### config.mk
export PLATFORM = sky130hd
export DESIGN_NAME = dcache_ctrl_fsm
export DESIGN_NICKNAME = d
export VERILOG_FILES = /design/src/rtl/dcache_ctrl_fsm.sv
export SDC_FILE = /design/constraint.sdc
export NUM_CORES = 1
export LEC_CHECK = 0
export CAP_MARGIN = 10
export CELL_PAD_IN_SITES_DETAIL_PLACEMENT = 1
export CELL_PAD_IN_SITES_GLOBAL_PLACEMENT = 2
export CORE_MARGIN = 1.5
export CORE_UTILIZATION = 24
export DETAILED_ROUTE_END_ITERATION = 10
export PLACE_DENSITY = 0.85
export SLEW_MARGIN = 20
export SYNTH_ARGS = -nofsm -noshare
export SYNTH_HDL_FRONTEND = slang
export SYNTH_SLANG_ARGS = --single-unit
export TNS_END_PERCENT = 5
### constraint.sdc
create_clock -name CLK -period 1.7 [get_ports CLK]
set_input_delay 0.34 -clock CLK [delete_from_list [all_inputs] [get_ports CLK]]
set_output_delay 0.34 -clock CLK [all_outputs]
set_load 0.005 [all_outputs]
### src/rtl/dcache_ctrl_fsm.sv
// Data-cache control FSM: miss evict/fill bursts, snoop write-backs and flush/halt walk.
// Optional coherence snoop support is compiled in when DCACHE_SNOOP_EN is defined.
module dcache_ctrl_fsm #(
    parameter int unsigned WORDS = 2,
    parameter int unsigned SETS  = 8,
    parameter int unsigned WAYS  = 2,
    localparam int unsigned WB   = $clog2(WORDS),
    localparam int unsigned FB   = $clog2(SETS * WAYS) + 1
) (
    input  logic          CLK,
    input  logic          nRST,
    input  logic          dirty_i,
    input  logic          dhit_i,
    input  logic          dwait_i,
    input  logic          dmemren_i,
    input  logic          dmemwen_i,
    input  logic          flush_i,
    input  logic          ccwait_i,
    input  logic          ccwrite_i,
    input  logic          ccinv_i,
    output logic          dren_o,
    output logic          dwen_o,
    output logic [WB-1:0] word_sel_o,
    output logic [FB-1:0] frame_idx_o,
    output logic          invalidate_o,
    output logic          flushing_o,
    output logic          halt_o
);

`ifdef DCACHE_SNOOP_EN
    typedef enum logic [2:0] {
        StIdle, StEvict, StFill, StSnoop, StFlChk, StFlWb, StFlNext, StHalt
    } state_e;
`else
    typedef enum logic [2:0] {
        StIdle, StEvict, StFill, StFlChk, StFlWb, StFlNext, StHalt
    } state_e;
`endif

    localparam logic [WB-1:0] LastWord  = WB'(WORDS - 1);
    localparam logic [FB-1:0] NumFrames = FB'(SETS * WAYS);

    state_e        state_q, state_d;
    logic [WB-1:0] wcnt_q, wcnt_d;
    logic [FB-1:0] frame_q, frame_d;
    logic          miss, last_word, burst;
    state_e        done_state;

`ifdef DCACHE_SNOOP_EN
    logic ret_q, ret_d;
    logic snp;
    assign snp = ccwait_i & ccwrite_i;
`else
    logic unused_cc;
    assign unused_cc = ccwrite_i ^ ccinv_i;
`endif

    assign miss      = (dmemren_i | dmemwen_i) & ~dhit_i;
    assign last_word = (wcnt_q == LastWord);

    always_ff @(posedge CLK or negedge nRST) begin
        if (!nRST) begin
            state_q <= StIdle;
            wcnt_q  <= '0;
            frame_q <= '0;
`ifdef DCACHE_SNOOP_EN
            ret_q   <= 1'b0;
`endif
        end else begin
            state_q <= state_d;
            wcnt_q  <= wcnt_d;
            frame_q <= frame_d;
`ifdef DCACHE_SNOOP_EN
            ret_q   <= ret_d;
`endif
        end
    end

    always_comb begin
        state_d      = state_q;
        wcnt_d       = wcnt_q;
        frame_d      = frame_q;
        burst        = 1'b0;
        done_state   = state_q;
        dren_o       = 1'b0;
        dwen_o       = 1'b0;
        invalidate_o = 1'b0;
        flushing_o   = 1'b0;
        halt_o       = 1'b0;
`ifdef DCACHE_SNOOP_EN
        ret_d        = ret_q;
`endif

        unique case (state_q)
            StIdle: begin
`ifdef DCACHE_SNOOP_EN
                if (snp) state_d = StSnoop;
                else
`endif
                if (miss && !ccwait_i) state_d = dirty_i ? StEvict : StFill;
                else if (flush_i)      state_d = StFlChk;
            end
            StEvict: begin
                dwen_o       = 1'b1;
                invalidate_o = last_word;
                burst        = 1'b1;
                done_state   = StFill;
            end
            StFill: begin
                dren_o     = 1'b1;
                burst      = 1'b1;
                done_state = StIdle;
            end
`ifdef DCACHE_SNOOP_EN
            StSnoop: begin
                dwen_o       = 1'b1;
                flushing_o   = ret_q;
                invalidate_o = last_word & ccinv_i;
                burst        = 1'b1;
                done_state   = ret_q ? StFlChk : StIdle;
                if (!dwait_i && last_word) ret_d = 1'b0;
            end
`endif
            StFlChk: begin
                flushing_o = 1'b1;
`ifdef DCACHE_SNOOP_EN
                if (snp) begin
                    state_d = StSnoop;
                    ret_d   = 1'b1;
                end else
`endif
                if (frame_q == NumFrames) state_d = StHalt;
                else                      state_d = dirty_i ? StFlWb : StFlNext;
            end
            StFlWb: begin
                dwen_o       = 1'b1;
                flushing_o   = 1'b1;
                invalidate_o = last_word;
                burst        = 1'b1;
                done_state   = StFlNext;
            end
            StFlNext: begin
                flushing_o = 1'b1;
                frame_d    = frame_q + 1'b1;
                state_d    = StFlChk;
            end
            StHalt: halt_o = 1'b1;
            default: state_d = StIdle;
        endcase

        // Shared word sequencing for every burst state; counter rewinds on exit.
        if (burst && !dwait_i) begin
            if (last_word) begin
                wcnt_d  = '0;
                state_d = done_state;
            end else begin
                wcnt_d = wcnt_q + 1'b1;
            end
        end
    end

    assign word_sel_o  = wcnt_q;
    assign frame_idx_o = (state_q == StHalt) ? '0 : frame_q;

endmodule

==> results.md, run 1 <==
* Net Switching at 0.000541 W
* Crit-path slowest cell: dfrtp_1
* Synthesized area per cell at 9.34 µm²
* TritonCTS clock tree: yes
* Crit path DAT at 1.36 ns
* Comb pwr share at 60.6%
* Count leader, synth: dfrtp_1
* Largest net degree at the start of global routing at 10
* Status: complete, no violations
* Vias per inst at 4.54
* Post-DP HPWL at 1.19 mm
* Gr ovfl total at 0
* PD cells at 1560 nW/µm²
* Drt wl/cell at 12.1 µm
* Post-synth net total at 77
* Placed cell areas at 861 µm²
* Clk slew on worst S/H paths at 0.06 ns
* Final Wtd Congestion at 0.695
* Num Clock Sinks at 9
* Reg-to-reg slack, setup at 0.36 ns
* Post-synth EDFFs at 0
* Syn. warnings at 0
* # port buffers at 19
* Length of the first detailed-routing pass in iterations at 4
* Seq/Total Area, Yosys at 37.7%
* Vias at 554
* Clock power share at 11.8%
* Leakage at 0.401 nW
* Layout cells sized above 1 at 37.2%
* Post-Syn Instances at 64
* MaxCap Viol Count at 0
* Row count at 17
* DRC viols at 0
* H-Tree Depth at 1
* Setup Crit Path Kind: register to output port
* Fin util at 39.0%
* Final hold violation count at 0
* Post-synthesis cell area at 598 µm²
* Post-synth top area share at 37.7%
* Max frequency at 590 MHz
* CP Capture Type: output port
* Class of the worst hold path: input pin to async pin
* Hold Worst Slack at 0.380 ns
* Initial antenna violation count at 0
* Sw Ratio at 39.0%
* Core footprint at 2280 µm²
* CTS Buffer Depth at 2
* Global-route wire length before repair at 2.56 mm
* WL final at 1.47 mm
* DRT iter0 DRCs at 6
* Pint at 0.000846 W
* Leading area contributor after synthesis: dfrtp_1
* Worst Skew at 0.000597 ns
* Seq pwr share at 27.6%
* Total die area at 2800 µm²
* Slew @ Worst Pin at 0.414 ns
* Post-synth cell types at 28
* Initial core utilization at 26.3%
* Area contributors post-synth: dfrtp_1 (38%), xnor2_1 (7.3%), nand2b_4 (4.6%)
* Nets at 108
* Final Critical Period at 1.70 ns
* Chip Height at 52.9 µm
* # IOs at 22
* RR Startpoint: state_q[0]$_DFFE_PN0P_
* List of most frequent post-synthesis cells: dfrtp_1 (9), nor2_1 (6), xnor2_1 (5)
* Setup violations, final at 0
* Crit path buf inv count at 1
* Fin crit share at 99.7%
* Clock Latency Late Sink at 0.26 ns
* FF-to-FF End: frame_q[3]$_DFFE_PN0N_
* Worst-path fanout max at 4
* Root Driver: clkbuf_4
* CP max stage delay at 0.40 ns
* Fraction of registers with async set/reset at 100%
* Die W at 52.9 µm
* Fin. max-slew vios at 0
* Relative slew slack at 72.3%
* CP cell instances: nand2b_4, or2_4, and2_4, clkbuf_2
* GRT Total Usage at 12.5%
* R2R cell count at 5
* Layout area overhead at 48.5%
* Ant diodes at 0
* Vias in the first global route at 565
* Max rail drop VDD at 0.643 mV
* ANT nets after route at 0
* Required time of the critical path at 1.36 ns
* #FFs+latches synth at 9
* Primary FF master, synth: dfrtp_1
* RSZ-0062 raised after global routing: yes
* Fin area at 888 µm²
* CP top delay family: simple AND/OR/NAND/NOR gates
* Startpoint Class: register
* Number of buffers created by CTS at 3
per-stage QoR:
stage	setup TNS, ns	worst slack (ns)	power, W	instances
floorplan	0	0.276	0.000798	64
global placement	-0.452	-0.0790	0.00119	117
detailed placement	-0.695	-0.109	0.00121	117
CTS	-0.420	-0.152	0.00141	122
global route	-0.354	-0.0749	0.00151	122
finish	0	0.00470	0.00139	122
flip-flops by register name, summed over array words and instances (netlist names):
signal and cells:
frame_q 5, state_q 3, word_sel_o 1
how the worst max path moves through the flow:
stage,startpoint,endpoint,slack (ns),cells past startpoint
final,state_q[0]$_DFFE_PN0P_,frame_idx_o[2],0.005,4
after global placement,state_q[0]$_DFFE_PN0P_,halt_o,-0.08,4
after global routing,state_q[0]$_DFFE_PN0P_,frame_idx_o[2],-0.07,4
after CTS,state_q[0]$_DFFE_PN0P_,frame_idx_o[2],-0.15,4
after detailed placement,state_q[0]$_DFFE_PN0P_,halt_o,-0.11,4
after floorplan,state_q[0]$_DFFE_PN0P_,frame_idx_o[2],0.28,4
layout make-up:
type,count,area [µm²]
Tap cell,28,35.0
Inverter,5,18.8
Sequential cell,9,226
Multi-Input combinational cell,47,357
Timing Repair Buffer,29,225
Clock buffer,4,26.3
Fill cell,285,1390
placed cells by master (no fill, tap or decap), types with 2 or more instances in the layout:
| cell type | netlist | routed |
|---|---|---|
| clkbuf_2 | 0 | 6 |
| o211ai_1 | 3 | 3 |
| buf_2 | 0 | 2 |
| nand4_1 | 2 | 2 |
| clkbuf_4 | 0 | 3 |
| buf_4 | 1 | 10 |
| nor2_1 | 6 | 6 |
| xnor2_1 | 5 | 5 |
| and2_4 | 0 | 3 |
| dfrtp_1 | 9 | 8 |
| clkdlybuf4s50_1 | 0 | 9 |
| nand2b_4 | 2 | 2 |
| inv_2 | 1 | 3 |
| inv_1 | 4 | 2 |
| a21oi_1 | 4 | 3 |
| nand2_1 | 4 | 4 |
| ha_1 | 2 | 2 |
routing by layer:
metal,global-route usage [%],up-vias,wire [µm]
met3,2.82,0,69
met2,20.8,12,685
met1,16.4,263,719
met5,0,-,0
met4,2.56,0,0
li1,-,279,-
power by group through the flow:
stage                     clock, W  sequential [W]  combinational (W)
final                     0.000164        0.000382           0.000841
after detailed placement         0        0.000381           0.000831
after global routing      0.000183        0.000402           0.000925
after CTS                 0.000173        0.000384           0.000851
after floorplan                  0        0.000362           0.000436
after global placement           0        0.000374           0.000817
logic make-up after synthesis:
kind of cell,synth area share (%)
compound gates,14.2
xor+xnor,7.32
fa+ha+maj,4.18
buf+inv,8.16
flops,37.7
simple gates,28.5
timing repair:
action / in CTS / in global routing
pin swaps: 1 / 1
hold buffers: 0 / 0
resized for setup: 29 / 13
setup buffers: 1 / 0
setup endpoints to repair: 10 / 8
No activity file was read; power rests on OpenSTA's default activity.
==> inputs of run 2 (changes only) <==
CORE_ASPECT_RATIO = 0.75   (was not set)
==> run 2 against run 1 <==
Compared with the run above: sequential power barely moved; worst hold slack improved by 0.0023 ns; worst setup slack got worse by 0.041 ns; largest cell class unchanged; critical path type unchanged; the flow now finishes with violations (negative setup slack); clock-buffer cell count did not move; highest routed layer unchanged; critical endpoint is now invalidate_o; design area rose by 2.7%.
==> results.md, run 2 (same netlist as run 1, synthesis figures left out) <==
* Layout cells sized above 1 at 36.5% (-0.78 points)
* MaxCap Viol Count at 0 (unchanged)
* # port buffers at 19 (unchanged)
* Fin area at 912 µm² (+2.7%)
* GRT Total Usage at 13.1% (+0.58 points)
* Core footprint at 2330 µm² (+2.3%)
* Clock Latency Late Sink at 0.26 ns (about the same)
* Chip Height at 46.2 µm (-13%)
* Dpl cells at 125 (+6.8%)
* Required time of the critical path at 1.36 ns (about the same)
* Class of the worst hold path: input pin to async pin
* Vias in the first global route at 530 (-6.2%)
* CP max stage delay at 0.41 ns (about the same)
* Fin. max-slew vios at 0 (unchanged)
* Length of the first detailed-routing pass in iterations at 4 (unchanged)
* Setup_tns at -0.0367 ns (-0.0367 ns)
* DRT iter0 DRCs at 12 (+6)
* Fin cells at 130 (+6.6%)
* # IOs at 22 (unchanged)
* Global-route wire length before repair at 2.57 mm (+0.27%)
* DRC viols at 0 (unchanged)
* TritonCTS clock tree: yes
* Drt wl/cell at 12.7 µm (+5.5%)
* Final Wtd Congestion at 0.802 (+15%)
* Setup ws final at -0.0367 ns (-0.0414 ns)
* Fin util at 39.2% (+0.16 points)
* Die W at 60.6 µm (+15%)
* CP cell instances: buf_6, buf_4, a21oi_4, and2_1, clkdlybuf4s15_2
* Number of buffers created by CTS at 3 (unchanged)
* CTS Hold Bufs at 0 (unchanged)
* Worst-path fanout max at 2 (-2)
* Post-DP HPWL at 1.31 mm (+11%)
* Largest net degree at the start of global routing at 10 (unchanged)
* Num Clock Sinks at 9 (unchanged)
* Number of cells on the critical path at 5 (+1)
* Failing checks: negative setup slack
* PD cells at 1580 nW/µm² (+1.4%)
* Final hold violation count at 0 (unchanged)
* Ant diodes at 0 (unchanged)
* Setup violations, final at 1 (+1)
* Total die area at 2800 µm² (+0.10%)
* R2R cell count at 5 (unchanged)
* Fill cells at 287 (+0.70%)
* Initial core utilization at 25.7% (-0.58 points)
* Startpoint Class: register
* Relative slew slack at 72.0% (-0.32 points)
* Final Critical Period at 1.74 ns (+0.0414 ns)
* Largest register FFs at 5 (unchanged)
* Clk slew on worst S/H paths at 0.06 ns (about the same)
* CTS Buffer Depth at 2 (unchanged)
* Reg with most FFs: frame_q
* Vias per inst at 4.41 (-2.9%)
* Fin crit share at 102% (+2.4 points)
* Commonest non-fill, non-tap cell in the layout: buf_4
* Root Driver: clkbuf_4
* Hold Worst Slack at 0.382 ns (+0.00235 ns)
* Commonest cells after routing, fill and taps aside: buf_4 (11), dfrtp_1 (9), clkdlybuf4s50_1 (9)
* Gr ovfl total at 0 (unchanged)
* Worst Skew at 0.00331 ns (+0.00271 ns)
* Crit path buf inv count at 3 (+2)
* Placed cell areas at 883 µm² (+2.6%)
* Vias at 573 (+3.4%)
* WL final at 1.66 mm (+12%)
* Slew @ Worst Pin at 0.419 ns (+0.00476 ns)
* H-Tree Depth at 1 (unchanged)
* Crit-path slowest cell: dfrtp_1
* Status: finished with violations
* Nets at 110 (+1.9%)
* Crit path DAT at 1.40 ns (+0.04 ns)
* ANT nets after route at 0 (unchanged)
* CP top delay family: buffers and inverters
* Max frequency at 576 MHz (-2.4%)
* Max rail drop VDD at 0.566 mV (-12%)
* CP Capture Type: output port
* RSZ-0062 raised after global routing: yes
* Initial antenna violation count at 0 (unchanged)
* Leakage at 0.409 nW (+1.8%)
* Setup Crit Path Kind: register to output port
* Layout area overhead at 52.5%
* Row count at 15 (-2)
[run 2: metal layers]
layer | wire, µm | GRT usage [%] | vias up
li1 | - | - | 286
met1 | 828 | 18.8 | 275
met2 | 780 | 18.5 | 12
met3 | 48 | 4.21 | 0
met4 | 0 | 3.91 | 0
met5 | 0 | 0 | -
[run 2: area by class of cell]
| class | count | area, µm² | area share [%] |
|---|---|---|---|
| clock buffer | 4 | 26.3 | 2.88 |
| tap | 34 | 42.5 | 4.66 |
| sequential | 9 | 225 | 24.7 |
| timing repair buffer | 31 | 245 | 26.9 |
| inverter | 5 | 18.8 | 2.06 |
| multi-input combinational | 47 | 354 | 38.8 |
[run 2: per-stage QoR]
step | power (W) | setup WS (ns)
detailed placement | 0.00126 | -0.0701
CTS | 0.00142 | -0.0561
floorplan | 0.000798 | 0.276
global route | 0.00157 | -0.0927
global placement | 0.00123 | -0.0495
finish | 0.00144 | -0.0367
[run 2: worst paths after layout]
kind,start,end,slack (ns)
min in group CLK,frame_q[4]$_DFFE_PN0N_,frame_q[4]$_DFFE_PN0N_,0.51
max in group asynchronous,nRST,frame_q[2]$_DFFE_PN0N_,1.03
min,nRST,frame_q[1]$_DFFE_PN0N_,0.38
min reg2reg,frame_q[4]$_DFFE_PN0N_,frame_q[4]$_DFFE_PN0N_,0.51
max,state_q[1]$_DFFE_PN0P_,invalidate_o,-0.04
max reg2reg,state_q[0]$_DFFE_PN0P_,frame_q[3]$_DFFE_PN0N_,0.36
[run 2: repair_timing]
item / CTS / global route
endpoints found under the setup margin: 10 / 8
pin swaps: 0 / 3
buffers inserted: 1 / 0
resized for setup: 25 / 17
[run 2: worst reg2reg max path, stage by stage (launching register included)]
cell and delay (ns):
dfrtp_1 0.35, buf_4 0.15, buf_4 0.15, and3_1 0.30
nand4_1 0.15, xnor2_1 0.14
[run 2: report_power, final]
group          total, W  switching (W)  internal (W)
combinational  0.000903       0.000415      0.000488
clock          0.000162      0.0000720     0.0000903
sequential     0.000379      0.0000828      0.000297
==> inputs of run 3 (changes only) <==
CORE_MARGIN = 2   (was 1.5)
==> run 3 against run 2 <==
Compared with the run above: the flow still finishes with violations (negative setup slack); cell count grew 0.77%; clock power up 6%; clock skew rose by 0.0041 ns; fmax increased by 2.0%; register-to-register slack got worse by 0.03 ns; first-iteration DRC count is 25% lower; combinational power is 5.1% higher; design area rose by 1.4%; critical endpoint is now flushing_o; largest power group unchanged.
==> results.md, run 3 (same netlist as run 1, synthesis figures left out) <==
* Status: finished with violations
* Failing checks: negative setup slack
* Nets at 111 (+0.91%)
* Initial antenna violation count at 0 (unchanged)
* R2R cell count at 5 (unchanged)
* Comb pwr share at 63.5% (+1.0 points)
* Setup violations, final at 1 (unchanged)
* Vias in the first global route at 558 (+5.3%)
* FF-to-FF End: frame_q[4]$_DFFE_PN0N_
* Layout area overhead at 54.6%
* Clock Latency Late Sink at 0.27 ns (about the same)
* Initial core utilization at 25.7% (unchanged)
* Vias at 579 (+1.0%)
* CP Capture Type: output port
* Seq pwr share at 25.1% (-1.2 points)
* ANT nets after route at 0 (unchanged)
* Hold Worst Slack at 0.372 ns (-0.00959 ns)
* RR Startpoint: state_q[0]$_DFFE_PN0P_
* Ant diodes at 0 (unchanged)
* Die W at 61.6 µm (+1.6%)
* GRT Total Usage at 13.5% (+0.43 points)
* CTS Hold Bufs at 0 (unchanged)
* Max rail drop VDD at 0.642 mV (+13%)
* DRT iter0 DRCs at 9 (-3)
* Max frequency at 587 MHz (+2.0%)
* Final Wtd Congestion at 0.792 (-1.3%)
* Clock power share at 11.5% (+0.3 points)
* H-Tree Depth at 1 (unchanged)
* Placed cell areas at 883 µm² (unchanged)
* Fin crit share at 100% (-2.0 points)
* Setup ws final at -0.00295 ns (+0.0338 ns)
* Worst Skew at 0.00740 ns (+0.00409 ns)
* Num Clock Sinks at 9 (unchanged)
* Total power at 0.00150 W (+3.6%)
* Chip Height at 47.2 µm (+2.2%)
* Length of the first detailed-routing pass in iterations at 2 (-2)
* Reg-to-reg slack, setup at 0.33 ns (-0.03 ns)
* Required time of the critical path at 1.36 ns (about the same)
* Total die area at 2910 µm² (+3.8%)
* CTS Buffer Depth at 2 (unchanged)
* Final hold violation count at 0 (unchanged)
* Largest net degree at the start of global routing at 10 (unchanged)
* Post-DP HPWL at 1.35 mm (+2.4%)
* Class of the worst hold path: input pin to async pin
* Startpoint Class: register
* # port buffers at 19 (unchanged)
* Largest register FFs at 5 (unchanged)
* Fill cells at 295 (+2.8%)
* Gr ovfl total at 0 (unchanged)
* Layout cells sized above 1 at 35.1% (-1.4 points)
* Worst-path fanout max at 6 (+4)
* Fin area at 925 µm² (+1.4%)
* Root Driver: clkbuf_4
* Pre-CTS setup slack at -0.0897 ns (-0.0196 ns)
* Final Critical Period at 1.70 ns (-0.0338 ns)
* DRC viols at 0 (unchanged)
* Clk slew on worst S/H paths at 0.07 ns (about the same)
* WL final at 1.72 mm (+3.7%)
* Slew @ Worst Pin at 0.431 ns (+0.0121 ns)
* Setup Crit Path Kind: register to output port
* Relative slew slack at 71.2% (-0.81 points)
* Row count at 15 (unchanged)
* MaxCap Viol Count at 0 (unchanged)
* # IOs at 22 (unchanged)
* Crit path DAT at 1.36 ns (-0.04 ns)
* Leakage at 0.420 nW (+2.8%)
* Commonest cells after routing, fill and taps aside: dfrtp_1 (9), clkdlybuf4s50_1 (9), buf_4 (9)
* Pint at 0.000918 W (+4.9%)
* Global-route wire length before repair at 2.64 mm (+3.0%)
* PD cells at 1620 nW/µm² (+2.2%)
* Sw Ratio at 38.7% (-0.76 points)
* RSZ-0062 raised after global routing: yes
* Net Switching at 0.000578 W (+1.6%)
* Drt wl/cell at 13.1 µm (+2.9%)
* TritonCTS clock tree: yes
* Vias per inst at 4.42 (+0.28%)
* Number of buffers created by CTS at 3 (unchanged)
* Setup_tns at -0.00295 ns (+0.0338 ns)
* Core footprint at 2330 µm² (unchanged)
* Reg with most FFs: frame_q
* Fin. max-slew vios at 0 (unchanged)
-- run 3: cell count changes in the layout (fill, tap and decap cells not counted), sizes merged --
cell,delta
clkbuf,+1
clkdlybuf4s15,-2
dlygate4sd2,+2
-- run 3: worst max-delay path, stage by stage, from the launching register on --
cell	delay [ns]
dfrtp_1	0.38
buf_4	0.16
buf_4	0.15
nand3_2	0.07
o21ai_0	0.07
dlygate4sd2_1	0.26
-- run 3: how the worst max path moves through the flow --
stage                                 to              startpoint  slack [ns]
after floorplan           frame_idx_o[2]  state_q[0]$_DFFE_PN0P_        0.28
after global placement            halt_o  state_q[0]$_DFFE_PN0P_       -0.05
after detailed placement  frame_idx_o[3]  state_q[0]$_DFFE_PN0P_       -0.09
after global routing          flushing_o  state_q[0]$_DFFE_PN0P_       -0.07
final                         flushing_o  state_q[0]$_DFFE_PN0P_      -0.003
after CTS                 frame_idx_o[3]  state_q[0]$_DFFE_PN0P_       -0.07
-- run 3: power by group through the flow --
stage	Clock [W]	Sequential (W)	Combinational, W
floorplan	0	0.000362	0.000436
global placement	0	0.000374	0.000858
detailed placement	0	0.000380	0.000879
CTS	0.000178	0.000376	0.000898
global route	0.000192	0.000390	0.00103
finish	0.000172	0.000375	0.000949
-- run 3: what timing repair did --
| action | CTS | global route |
|---|---|---|
| buffers inserted | 2 | 0 |
| gates resized for setup | 24 | 15 |
| pin swaps | 1 | 1 |
| gates cloned | 0 | 0 |
| endpoints found under the setup margin | 10 | 10 |
-- run 3: layout make-up --
cell class	count	area, µm²	area share [%]
clock buffer	4	26.3	2.84
sequential	9	225	24.4
timing repair buffer	32	267	28.8
tap	34	42.5	4.60
multi-input combinational	47	345	37.3
inverter	5	18.8	2.03
-- run 3: per-stage QoR --
stage | utilization (%) | std cells
finish | 39.7 | 131
global route | 39.7 | 131
CTS | 39.8 | 131
detailed placement | 38.0 | 125
global placement | 38.0 | 125
floorplan | - | 64
-- run 3: layer usage --
metal  vias to the layer above  track usage [%]  wire length (µm)
met5                         -                0                 0
met4                         0             6.38                14
met3                         2             4.96                64
met2                        14             19.2               816
met1                       278             18.2               824
li1                        285                -                 -
